File: config.mk
export PLATFORM = sky130hd
export DESIGN_NAME = serial_sub
export DESIGN_NICKNAME = d
export VERILOG_FILES = /design/src/rtl/serial_sub_pkg.sv /design/src/rtl/sub_digit.sv /design/src/rtl/serial_sub.sv
export SDC_FILE = /design/constraint.sdc
export NUM_CORES = 1
export LEC_CHECK = 0
export ABC_AREA = 1
export CAP_MARGIN = 40
export CORE_MARGIN = 2
export CORE_UTILIZATION = 45
export DETAILED_ROUTE_END_ITERATION = 6
export PLACE_DENSITY = 0.75
export SYNTH_ARGS = -nofsm -noshare
export SYNTH_HDL_FRONTEND = slang
export SYNTH_SLANG_ARGS = --single-unit
File: constraint.sdc
create_clock -name clk -period 2.6 [get_ports clk]
set_input_delay 0.78 -clock clk [delete_from_list [all_inputs] [get_ports clk]]
set_output_delay 0.78 -clock clk [all_outputs]
set_load 0.005 [all_outputs]
File: src/rtl/serial_sub_pkg.sv
// Shared types and helpers for the digit-serial subtractor (serial_sub).
package serial_sub_pkg;

   localparam logic [1:0] StateIdleEnc = 2'd0;
   localparam logic [1:0] StateRunEnc  = 2'd1;
   localparam logic [1:0] StateDoneEnc = 2'd2;

   typedef enum logic [1:0] {
      StIdle = StateIdleEnc,
      StRun  = StateRunEnc,
      StDone = StateDoneEnc
   } state_e;

   // Counter width for n digits; a single-digit operation still needs one bit.
   function automatic int unsigned cnt_bits(input int unsigned n);
      return (n > 1) ? $clog2(n) : 1;
   endfunction

endpackage

File: src/rtl/sub_digit.sv
// DIGIT-bit combinational ripple subtractor: diff = x - y - bi, bo = borrow out.
module sub_digit #(
   parameter int unsigned DIGIT = 1
) (
   input  logic [DIGIT-1:0] x,
   input  logic [DIGIT-1:0] y,
   input  logic             bi,
   output logic [DIGIT-1:0] diff,
   output logic             bo
);

   logic [DIGIT:0] br;

   always_comb begin
      br    = '0;
      diff  = '0;
      br[0] = bi;
      for (int i = 0; i < int'(DIGIT); i++) begin
         diff[i]  = x[i] ^ y[i] ^ br[i];
         br[i+1]  = (~x[i] & (y[i] | br[i])) | (y[i] & br[i]);
      end
      bo = br[DIGIT];
   end

endmodule

File: src/rtl/serial_sub.sv
// Digit-serial subtractor, LSB digit first, DIGIT bits per cycle.
// Define SERIAL_SUB_OVF_EN to add the signed-overflow output ovf.
module serial_sub
   import serial_sub_pkg::*;
#(
   parameter int unsigned WIDTH = 8,
   parameter int unsigned DIGIT = 1
) (
   input  logic             clk,
   input  logic             rst,
   input  logic             start,
   input  logic [WIDTH-1:0] a,
   input  logic [WIDTH-1:0] b,
   input  logic             bin,
   output logic             busy,
   output logic             done,
   output logic [WIDTH-1:0] d,
   output logic             bo
`ifdef SERIAL_SUB_OVF_EN
   ,
   output logic             ovf
`endif
);

   localparam int unsigned NDIG = WIDTH / DIGIT;
   localparam int unsigned CW   = cnt_bits(NDIG);
   localparam logic [CW-1:0] LastDigit = CW'(NDIG - 1);

   state_e           state_q;
   logic [WIDTH-1:0] a_q;
   logic [WIDTH-1:0] b_q;
   logic [WIDTH-1:0] d_q;
   logic             borrow_q;
   logic             bo_q;
   logic             busy_q;
   logic             done_q;
   logic [CW-1:0]    cnt_q;
`ifdef SERIAL_SUB_OVF_EN
   logic             ovf_q;
`endif

   logic [31:0]      base;
   logic [DIGIT-1:0] dig_x;
   logic [DIGIT-1:0] dig_y;
   logic [DIGIT-1:0] dig_diff;
   logic             dig_bo;

   always_comb begin
      base  = 32'(cnt_q) * DIGIT;
      dig_x = a_q[base +: DIGIT];
      dig_y = b_q[base +: DIGIT];
   end

   sub_digit #(
      .DIGIT(DIGIT)
   ) u_sub_digit (
      .x    (dig_x),
      .y    (dig_y),
      .bi   (borrow_q),
      .diff (dig_diff),
      .bo   (dig_bo)
   );

   always_ff @(posedge clk) begin
      if (rst) begin
         state_q  <= StIdle;
         a_q      <= '0;
         b_q      <= '0;
         d_q      <= '0;
         borrow_q <= 1'b0;
         bo_q     <= 1'b0;
         busy_q   <= 1'b0;
         done_q   <= 1'b0;
         cnt_q    <= '0;
`ifdef SERIAL_SUB_OVF_EN
         ovf_q    <= 1'b0;
`endif
      end else begin
         done_q <= 1'b0;
         unique case (state_q)
            StIdle, StDone: begin
               if (start) begin
                  a_q      <= a;
                  b_q      <= b;
                  borrow_q <= bin;
                  cnt_q    <= '0;
                  busy_q   <= 1'b1;
                  state_q  <= StRun;
               end else begin
                  state_q  <= StIdle;
               end
            end
            StRun: begin
               // start is deliberately not looked at here: operands stay locked.
               d_q[base +: DIGIT] <= dig_diff;
               borrow_q           <= dig_bo;
               if (cnt_q == LastDigit) begin
                  bo_q    <= dig_bo;
                  busy_q  <= 1'b0;
                  done_q  <= 1'b1;
                  state_q <= StDone;
`ifdef SERIAL_SUB_OVF_EN
                  // Overflow: operand signs differ and result sign differs from a.
                  ovf_q   <= (a_q[WIDTH-1] ^ b_q[WIDTH-1]) &
                             (dig_diff[DIGIT-1] ^ a_q[WIDTH-1]);
`endif
               end else begin
                  cnt_q   <= cnt_q + 1'b1;
               end
            end
            default: begin
               busy_q  <= 1'b0;
               state_q <= StIdle;
            end
         endcase
      end
   end

   always_comb begin
      busy = busy_q;
      done = done_q;
      d    = d_q;
      bo   = bo_q;
`ifdef SERIAL_SUB_OVF_EN
      ovf  = ovf_q;
`endif
   end

endmodule

---- Word-level counts from Yosys, hierarchy flattened ----
Cells that the tools add are included.
storage, ports and cells
  output and inout bits ................... 11
  word-level logic and storage cells ...... 51
  flip-flop bits (word level) ............. 33
cells by class
  $add $sub $neg .......................... 2
  shift operators ......................... 4
  eq/ne operators ......................... 6
  mux-type cells .......................... 13
  reductions and logical operators ........ 9
  bitwise operators ....................... 8
operators by type and width
  cell                                                                    count
  3-bit negation with 34-bit output                                       1
  1-bit by 34-bit variable shift with 8-bit output, first input constant  1
  1-bit by 34-bit variable part select with 8-bit output                  1
  8-bit by 4-bit variable part select with 1-bit output                   2
  8-bit bitwise mux                                                       1
  2-bit AND reduction                                                     4
  3-bit two-way mux                                                       2
  2-bit inequality test, second input constant                            3
  3-bit one-hot mux with 2 select lines                                   1
  1-bit two-way mux                                                       5
  1-bit one-hot mux with 2 select lines                                   2
  2-bit one-hot mux with 2 select lines                                   1
  2-bit OR reduction                                                      2
  3-bit by 1-bit adder with 3-bit output, second input constant           1
  3-bit == test, second input constant                                    1
  3-bit AND reduction                                                     1
  1-bit bitwise AND                                                       2
  2-bit by 1-bit == test with 1-bit output, second input constant         1
  2-bit == test, second input constant                                    1
  2-bit logical NOT                                                       1
  2-bit two-way mux                                                       1
  1-bit NOT                                                               2
  1-bit OR                                                                2
  2-bit nonzero test                                                      1
  1-bit XOR                                                               2

---- Logic depth before layout (Yosys ltp) ----
  depth after elaboration ................. 5
  gate-level depth with buffers ........... 13

---- Modules after synthesis ----
A second synthesis with hierarchy kept.
unflattened totals
  cell total of the unflattened synthesis .. 215
  area total of the unflattened synthesis .. 1562.7 sq um
modules (own cells, without submodules)
  module      area each (sq um)  times used  cells an instance  seq. area each (sq um)
  serial_sub  1535.2             1           212                660.6
  sub_digit   27.5               1           3                  0.0

---- Worst setup path after synthesis ----
OpenSTA, ideal clock, no wires.
  kind .................................... reg2reg
  from .................................... reg cnt_q[0]
  to ...................................... reg d_q[1] (netlist: d[1])
  data arrival time ....................... 1.875 ns
  stages on the path, launching flop included .. 14
  path slack .............................. 0.661 ns
  data required time ...................... 2.536 ns
  cells stage by stage .................... dfxtp_1 > inv_2 > buf_6 > o21ai_0 > o22ai_1 > nand2_1 > nand2_1 > fa_1 > nand3_1 > nor2_1 > nand2_1 > nand2_1 > nand2_1 > nor2_1
on the way
  cells in the longest elaborated chain, start to end .. 5
  elaborated cells on any way between the ends .. 8
ends and longest elaborated chain
  what                                                                             RTL line                            source
  from (decl)                                                                      serial_sub.sv:37                    logic [CW-1:0] cnt_q;
  from (signal assigned)                                                           serial_sub.sv:108                   cnt_q <= cnt_q + 1'b1;
  8-bit by 4-bit variable part select with 1-bit output, on equally long branches  serial_sub.sv:50, serial_sub.sv:51
  1-bit XOR (2 in series)                                                          sub_digit.sv:19                     diff[i] = x[i] ^ y[i] ^ br[i];
  1-bit by 34-bit variable part select with 8-bit output                           serial_sub.sv:95                    d_q[base +: DIGIT] <= dig_diff;
  8-bit bitwise mux *                                                              serial_sub.sv:95
  to (signal, indexed assignment)                                                  serial_sub.sv:95
  to (decl)                                                                        serial_sub.sv:32                    logic [WIDTH-1:0] d_q;
Mark *: on every way between the ends. The rest lies on a longest branch, timed or not.
A chain may end at the register's enable or synchronous reset.

---- Final worst setup path ----
Ends and elaborated chain as after synthesis.

==> results_dict.tcl <==
set metrics [dict create \
    arrival_ns 2.45 \
    p_leak_nw 0.776 \
    peakVddDrop_mv 0.305 \
    syn_area_per_cell_um2 7.32 \
    rrSetupSlack_ns 0.42 \
    yosysUniqueCellTypes 28 \
    die_w_um 62.9 \
    rows 21 \
    min-delay-path-class "reg2reg" \
    yosys_warnings 0 \
    diodes 0 \
    clk_pin_slew_ns 0.09 \
    slowest_delay_ns 0.58 \
    drc 0 \
    drt_first_pass_iters 4 \
    clock-sinks 33 \
    overflow 0 \
    p_per_area_mw_per_mm2 552 \
    worstRegToRegCells 12 \
    fin_setup_tns_ns 0 \
    finalCritPeriodShare_pct 83.7 \
    gp_congestion 0.779 \
    clock_skew_ns 0.00580 \
    grt_pass1_vias 1275 \
    num_io_pins 31 \
    drt_wl_total_um 2970 \
    synth_top_area_share_pct 42.4 \
    cts_tree "yes" \
    drtIter0Drc 27 \
    mappedNetlistArea_mm2 0.00156 \
    post-dp-hpwl_um 2240 \
    synth_enable_flop_cells 0 \
    cp_slowest_cell "fa_1" \
    outcome "finished, final reports clean" \
    timing.final.ws_setup_ns 0.423 \
    synthFlopType "dfxtp_1" \
    antenna_found_initial 0 \
    area_delta_synth_final_pct 24.9 \
    cts_hold_buf 0 \
    final_cell_mix "61 x nor2_1, 32 x dfxtp_1, 30 x clkdlybuf4s50_1" \
    die-area_mm2 0.00395 \
    holdPathEnd "busy" \
    wl_per_cell_um 10.2 \
    drive_gt1_share_pct 9.35 \
    die_y_um 62.9 \
    grtUsageTotal_pct 16.8 \
    grt_pass1_wl_um 5390 \
    grt_max_degree 17 \
    cts_buffer_depth 2 \
    yosysTopAreaCell "dfxtp_1" \
    io_buffer_count 30 \
    setup.worst_path.end_class "flop" \
    hold_viol 0 \
    clock_latency_ns 0.33 \
    period_minus_slack_ns 2.18 \
    reg2reg_to "d[1]" \
    synth_fp_nets 238 \
    cts_inserted_buffers 5 \
    setup_violations 0 \
    synthTopCellsByArea "dfxtp_1 42%, nor2_1 15%, o21ai_0 9.0%, nand2_1 6.3%, ha_1 3.2%" \
    post_cts_buffers 0 \
    layout_commonest_cell "nor2_1" \
    initial_core_util_pct 46.7 \
    n_fill_cell 354 \
    cts_root_buffer "clkbuf_4" \
    cp_common_cell "nand2_1" \
    maxCapViolations 0 \
    seq_area_frac_synth_pct 42.4 \
    nets 271 \
    holdPathStages 1 \
    ant_nets 0 \
    critical_path_required_ns 2.88 \
    crit_fanout 14 \
    async_flop_share_pct 0 \
    crit_chain "inv_2 -> o21ai_0 -> o22ai_1 -> nand2_1 -> nand2_1 -> fa_1 -> nand3_1 -> nor2_1 -> nand2_1 -> nand2_1 -> nand2_1 -> nor2_1" \
    clock.fmax_mhz 459 \
    vias 1397 \
    tightestPinTransition_ns 0.442 \
    ys_ff_latch 33 \
    relSlewSlack_pct 70.4 \
    coreArea_mm2 0.00334 \
    viasPerCell 4.78 \
    critPathLaunchType "flop" \
    h-tree-depth 2 \
    regToRegStartpoint "cnt_q[0]" \
    slew_violations 0 \
    critPathKind "reg2reg" \
    place_ws_ns 0.286 \
    hold_start "state_q[0]" \
    synthCells 213 \
    rsz0062_at_grt "false" \
]
[worst max-delay path: cells and delay by family (launching register included)]
kind,cells,cell delay [ns]
compound gates,2,0.28
fa+ha+maj,1,0.58
buf+inv,1,0.16
flops,1,0.46
simple gates,8,0.63
[state kept, by name (all words and copies together) (netlist names)]
name,count
a_q,8
b_q,8
bo,1
borrow_q,1
busy,1
cnt_q,3
d,8
done,1
state_q,2
[synthesized netlist by cell type, types with 2 or more instances]
master and n:
nand2_1 26, o21ai_0 28, a21oi_1 9, buf_6 2
nand3_1 8, o22ai_1 3, nand2_4 2, buf_2 3
nor3_1 4, dfxtp_1 33, ha_1 4, o211ai_1 2
nor2_1 61, inv_2 5, inv_1 10
[logic make-up (layout without fill, tap and decap cells)]
group	after synthesis	in the layout	share of synthesized area (%)
flip-flops	33	33	42.4
AO/OA/AOI/OAI	44	44	14.9
buffers and inverters	24	57	7.38
adder cells (fa/ha/maj)	5	5	4.49
AND/OR/NAND/NOR	107	107	30.8
[worst max-delay path by stage]
stage,start,endpoint,slack [ns],cells after the start
finish,cnt_q[0],d[1],0.42,12
global route,cnt_q[0],d[1],0.14,12
CTS,cnt_q[0],d[1],0.23,12
detailed placement,cnt_q[0],d[1],0.29,12
global placement,cnt_q[0],d[1],0.37,12
floorplan,cnt_q[0],d[1],0.66,13
[metrics by stage]
stage | utilization [%] | hold slack (ns) | total power [W] | area, µm² | cells
after CTS | 58.3 | 0.483 | 0.00109 | 1950 | 292
after detailed placement | 56.7 | 0.461 | 0.000802 | 1890 | 285
final | 58.3 | 0.480 | 0.00107 | 1950 | 292
after floorplan | - | 0.430 | 0.000733 | 1560 | 213
after global routing | 58.3 | 0.494 | 0.00115 | 1950 | 292
after global placement | 56.7 | 0.456 | 0.000797 | 1890 | 285
[repair_timing]
item                                    in CTS  in global routing
endpoints found under the setup margin       0                  1
resized for setup                            0                  1
hold endpoints to repair                     0                  0
[layout make-up]
| class | count | area, µm² | share of cell area (%) |
|---|---|---|---|
| Multi-Input combinational cell | 156 | 783 | 40.2 |
| Sequential cell | 33 | 662 | 34.0 |
| Timing Repair Buffer | 33 | 323 | 16.6 |
| Inverter | 17 | 66.3 | 3.41 |
| Tap cell | 46 | 57.6 | 2.96 |
| Clock buffer | 7 | 55.1 | 2.83 |
[power by group]
group / internal [W] / switching (W) / total [W]
combinational: 0.0000980 / 0.000133 / 0.000231
sequential: 0.000536 / 0.0000221 / 0.000558
clock: 0.000127 / 0.000157 / 0.000285
[per-layer routing]
layer	wire length [µm]	global-route usage [%]	up-vias
met1	1470	21.3	605
met5	0	0	-
met3	126	6.13	6
met4	46	5.83	0
li1	-	-	759
met2	1330	26.2	27
(Power assumes the default switching activity.)
==> variant 1 (same settings) <==
Add an input register stage for `start`, `b` and `bin`, with the module's reset; this delays them by one clock. The other inputs are not delayed to match.
--- a/src/rtl/serial_sub.sv
+++ b/src/rtl/serial_sub.sv
@@ -27,2 +27,18 @@
    localparam logic [CW-1:0] LastDigit = CW'(NDIG - 1);
+
+   logic start_q;
+   logic [WIDTH-1:0] b_r;
+   logic bin_q;
+
+   always_ff @(posedge clk) begin
+      if (rst) begin
+         start_q <= '0;
+         b_r     <= '0;
+         bin_q   <= '0;
+      end else begin
+         start_q <= start;
+         b_r     <= b;
+         bin_q   <= bin;
+      end
+   end
 
@@ -81,6 +97,6 @@
             StIdle, StDone: begin
-               if (start) begin
+               if (start_q) begin
                   a_q      <= a;
-                  b_q      <= b;
-                  borrow_q <= bin;
+                  b_q      <= b_r;
+                  borrow_q <= bin_q;
                   cnt_q    <= '0;
Behaviour: not the same (Yosys sat finds a counterexample within 4 cycles, from zero or initial values and one cycle with rst high).
==> variant 1 against the original RTL <==
Setup slack improved by 0.021 ns; worst hold slack better by 0.0033 ns; wire length up 9.3%; cell area grew 16%; power increased by 22%; clock skew up 0.00070 ns; area after synthesis rose by 17%; sequential cell count is 10 higher; sequential share of layout area grew 4.1 points; critical endpoint is now d[4]$_SDFFE_PP0P_; largest cell class is now registers; highest routed layer unchanged.
==> variant 1: results (changes against the original RTL) <==
outcome=complete, no violations; 1st-iter DRT viols=49 (+81%); CP arrival=2.40 ns (-0.05 ns); Leak=0.936 nW (+21%); PortBufs=30 (unchanged); CTS HTree Levels=2 (unchanged); vias per cell=4.67 (-2.3%); CP top delay family=simple AND/OR/NAND/NOR gates; Worst path slowest cell=fa_1; CTS Buffer Depth=2 (unchanged); most common library cells after synthesis=74 x nor2_1, 43 x dfxtp_1, 27 x nand2_1, 27 x o21ai_0, 19 x inv_1; sequential element share of the synthesized area=47.1% (+4.7 points); Least-Margin Pin Slew=0.369 ns (-0.0733 ns); clock root cell=clkbuf_8; number of fill cells=379 (+7.1%); Net count, final=301 (+11%); routability cong.=0.858 (+10%); Distinct cells, synth=23 (-18%); Hold Path Class=reg2reg; Syn Nets=270 (+13%); Total GRT Usage=16.7% (-0.057 points); vias in the first global route=1367 (+7.2%); Top FF cell, synth=dfxtp_1; Antenna diodes=0 (unchanged); global-route wire length before repair=5780 µm (+7.2%); crit-path max FO=8 (-6); Setup Buffers After CTS=0 (unchanged); initial antenna violation count=0 (unchanged); internal power=0.958 mW (+26%); share of cells above drive strength 1=10.8% (+1.5 points); slowest stage delay, CP=0.52 ns (-0.06 ns); VDD IR max=379 µV (+24%); async set-reset flop share out of synthesis=0% (unchanged); clk_lat worst skew=0.30 ns (-0.03 ns); Routed Wire Length=3250 µm (+9.3%); DRT Pass-1 Iters=4 (unchanged); HPWL after DPL=2350 µm (+5.2%); CTS buffer count=5 (unchanged); Clock Skews=0.00650 ns (+0.000696 ns); synth top area cells=dfxtp_1 47%, nor2_1 15%, o21ai_0 7.4%, nand2_1 5.5%, inv_1 3.9%; Yosys Warn Count=0 (unchanged); clk slew on worst S/H paths=0.08 ns; largest net degree at the start of global routing=27 (+10); Post-CTS Resized=0 (unchanged)
variant 1: cell count changes after synthesis, moves of 3 or more:
cell / before / now
nor2_1: 61 / 74
dfxtp_1: 33 / 43
inv_1: 10 / 19
inv_2: 5 / 10
nand3_4: 1 / 4
variant 1: area by class of cell:
| cell class | instances | share of cell area (%) |
|---|---|---|
| Tap cell | 50 | 2.77 |
| Clock buffer | 5 | 3.05 |
| Multi-Input combinational cell | 165 | 36.1 |
| Sequential cell | 43 | 38.1 |
| Timing Repair Buffer | 32 | 14.0 |
| Inverter | 29 | 4.82 |
| Clock inverter | 3 | 1.11 |
variant 1: worst reg2reg max path: stages (launching register included):
cell and delay (ns):
dfxtp_1 0.49, inv_2 0.13, o21ai_0 0.10, o22ai_1 0.09, nand2_1 0.06, nand2_1 0.07, fa_1 0.52, inv_1 0.05
nor3_1 0.24, nand2_1 0.12, nand3_1 0.10, nand2_1 0.05, nor2_1 0.08
variant 1: kinds of logic after synthesis:
kind of cell | Yosys count | synth area share (%)
AO/OA/AOI/OAI | 40 | 11.4
adder cells (fa/ha/maj) | 5 | 3.83
buffers and inverters | 37 | 8.34
flip-flops | 43 | 47.1
AND/OR/NAND/NOR | 120 | 29.3
variant 1: final timing paths:
check	from	endpoint	slack (ns)	cells after the start
setup / recovery	cnt_q[1]$_SDFFE_PP0P_	d[4]$_SDFFE_PP0P_	0.44	12
hold / removal	a_q[2]$_SDFFE_PP0P_	a_q[2]$_SDFFE_PP0P_	0.48	2
setup reg to reg	cnt_q[1]$_SDFFE_PP0P_	d[4]$_SDFFE_PP0P_	0.44	12
hold reg to reg	a_q[2]$_SDFFE_PP0P_	a_q[2]$_SDFFE_PP0P_	0.48	2
variant 1: power groups by stage:
stage                     Clock [mW]  Combinational [mW]  Sequential [mW]
after floorplan                    0               0.124            0.717
after global placement             0               0.174            0.719
after detailed placement           0               0.178            0.720
after CTS                      0.443               0.178            0.705
after global routing           0.470               0.202            0.709
final                          0.429               0.176            0.705
variant 1: metrics by stage:
stage / instance area [µm²] / worst slack (ns) / std cells
3_5_place_dp: 2160 / 0.471 / 319
4_1_cts: 2260 / 0.426 / 327
5_1_grt: 2260 / 0.177 / 327
2_1_floorplan: 1830 / 0.635 / 245
6_report: 2260 / 0.444 / 327
3_3_place_gp: 2160 / 0.574 / 319
variant 1: metal layers:
layer / global-route usage [%] / up-vias / wire (µm)
met1: 19.3 / 664 / 1570
met5: 0 / - / 0
met3: 5.50 / 5 / 133
met2: 28.7 / 28 / 1510
li1: - / 831 / -
met4: 6.12 / 0 / 40
==> variant 2 (same flow settings) <==
Without the edit above. Add a define of `SERIAL_SUB_OVF_EN`.
--- a/src/rtl/serial_sub.sv
+++ b/src/rtl/serial_sub.sv
@@ -2,2 +2,4 @@
 // Define SERIAL_SUB_OVF_EN to add the signed-overflow output ovf.
+`define SERIAL_SUB_OVF_EN
+
 module serial_sub
Behaviour (old outputs only; new: ovf): unchanged (equiv_simple and equiv_induct, registers matched by name and starting in step).
==> variant 2 against the original RTL <==
Power down 1.2%; area after synthesis up 4.3%; wire length up 8.2%; maximum frequency up 0.15%; worst hold slack better by 0.0079 ns; cell area up 3.2%; count of clock-buffer cells in the layout down 1; die area up 4.0%; clock power about the same; setup slack better by 0.0033 ns; sequential cell count up 1; combinational power down 9.1%.
==> variant 2: results (changes against the original RTL) <==
grt met2 use=31.3% (+5.1 points); seq_cells=34 (+3.0%); vias in the first global route=1337 (+4.9%); Syn Nets=245 (+2.9%); r2r endpoint=d[2]$_SDFFE_PP0P_; number of fill cells=347 (-2.0%); number of multi-input logic gates=159 (+1.9%); Seq area share=33.9% (-0.12 points); slowest stage delay, CP=0.53 ns (-0.05 ns); clock network share of area=2.55% (-0.27 points); Adder-Cell Fraction of Synth Area=4.31% (-0.19 points); switching component of the power=0.302 mW (-3.3%); vias per cell=4.86 (+1.6%); Syn Area/Cell=7.39 µm² (+1.0%); Compound-Gate Fraction of Synth Area=15.1% (+0.15 points); multi-input logic area=817 µm² (+4.3%); global-route wire length before repair=5800 µm (+7.7%); placed cells=291 (+2.1%); Clock Skews=0.00702 ns (+0.00121 ns); Mapped Cells=220 (+3.3%); routed length on met3=123 µm (-2.4%); PortBufs=31 (+3.3%); Least-Margin Pin Slew=0.447 ns (+0.00455 ns); outcome=complete, no violations; Total GRT Usage=18.0% (+1.2 points); most common library cells after synthesis=56 x nor2_1, 34 x dfxtp_1, 27 x nand2_1
==> variant 2: cell types whose count changed after synthesis, sizes merged, moves of 2 or more <==
| cell | delta |
|---|---|
| o21ai | -2 |
| inv | +2 |
| nor3 | -2 |
| nor2 | -3 |
| nand2 | +2 |
| nand3 | +5 |
| a21oi | +3 |
==> variant 2: worst min-delay path by stage <==
stage	startpoint	slack [ns]	endpoint	cells after the start
2_1_floorplan	state_q[0]$_SDFFE_PP0P_	0.44	busy$_SDFFE_PP0P_	1
6_report	d[2]$_SDFFE_PP0P_	0.49	d[2]$_SDFFE_PP0P_	2
3_5_place_dp	state_q[0]$_SDFFE_PP0P_	0.46	busy$_SDFFE_PP0P_	1
5_1_grt	state_q[0]$_SDFFE_PP0P_	0.51	busy$_SDFFE_PP0P_	1
3_3_place_gp	state_q[0]$_SDFFE_PP0P_	0.45	busy$_SDFFE_PP0P_	1
4_1_cts	state_q[0]$_SDFFE_PP0P_	0.48	busy$_SDFFE_PP0P_	1
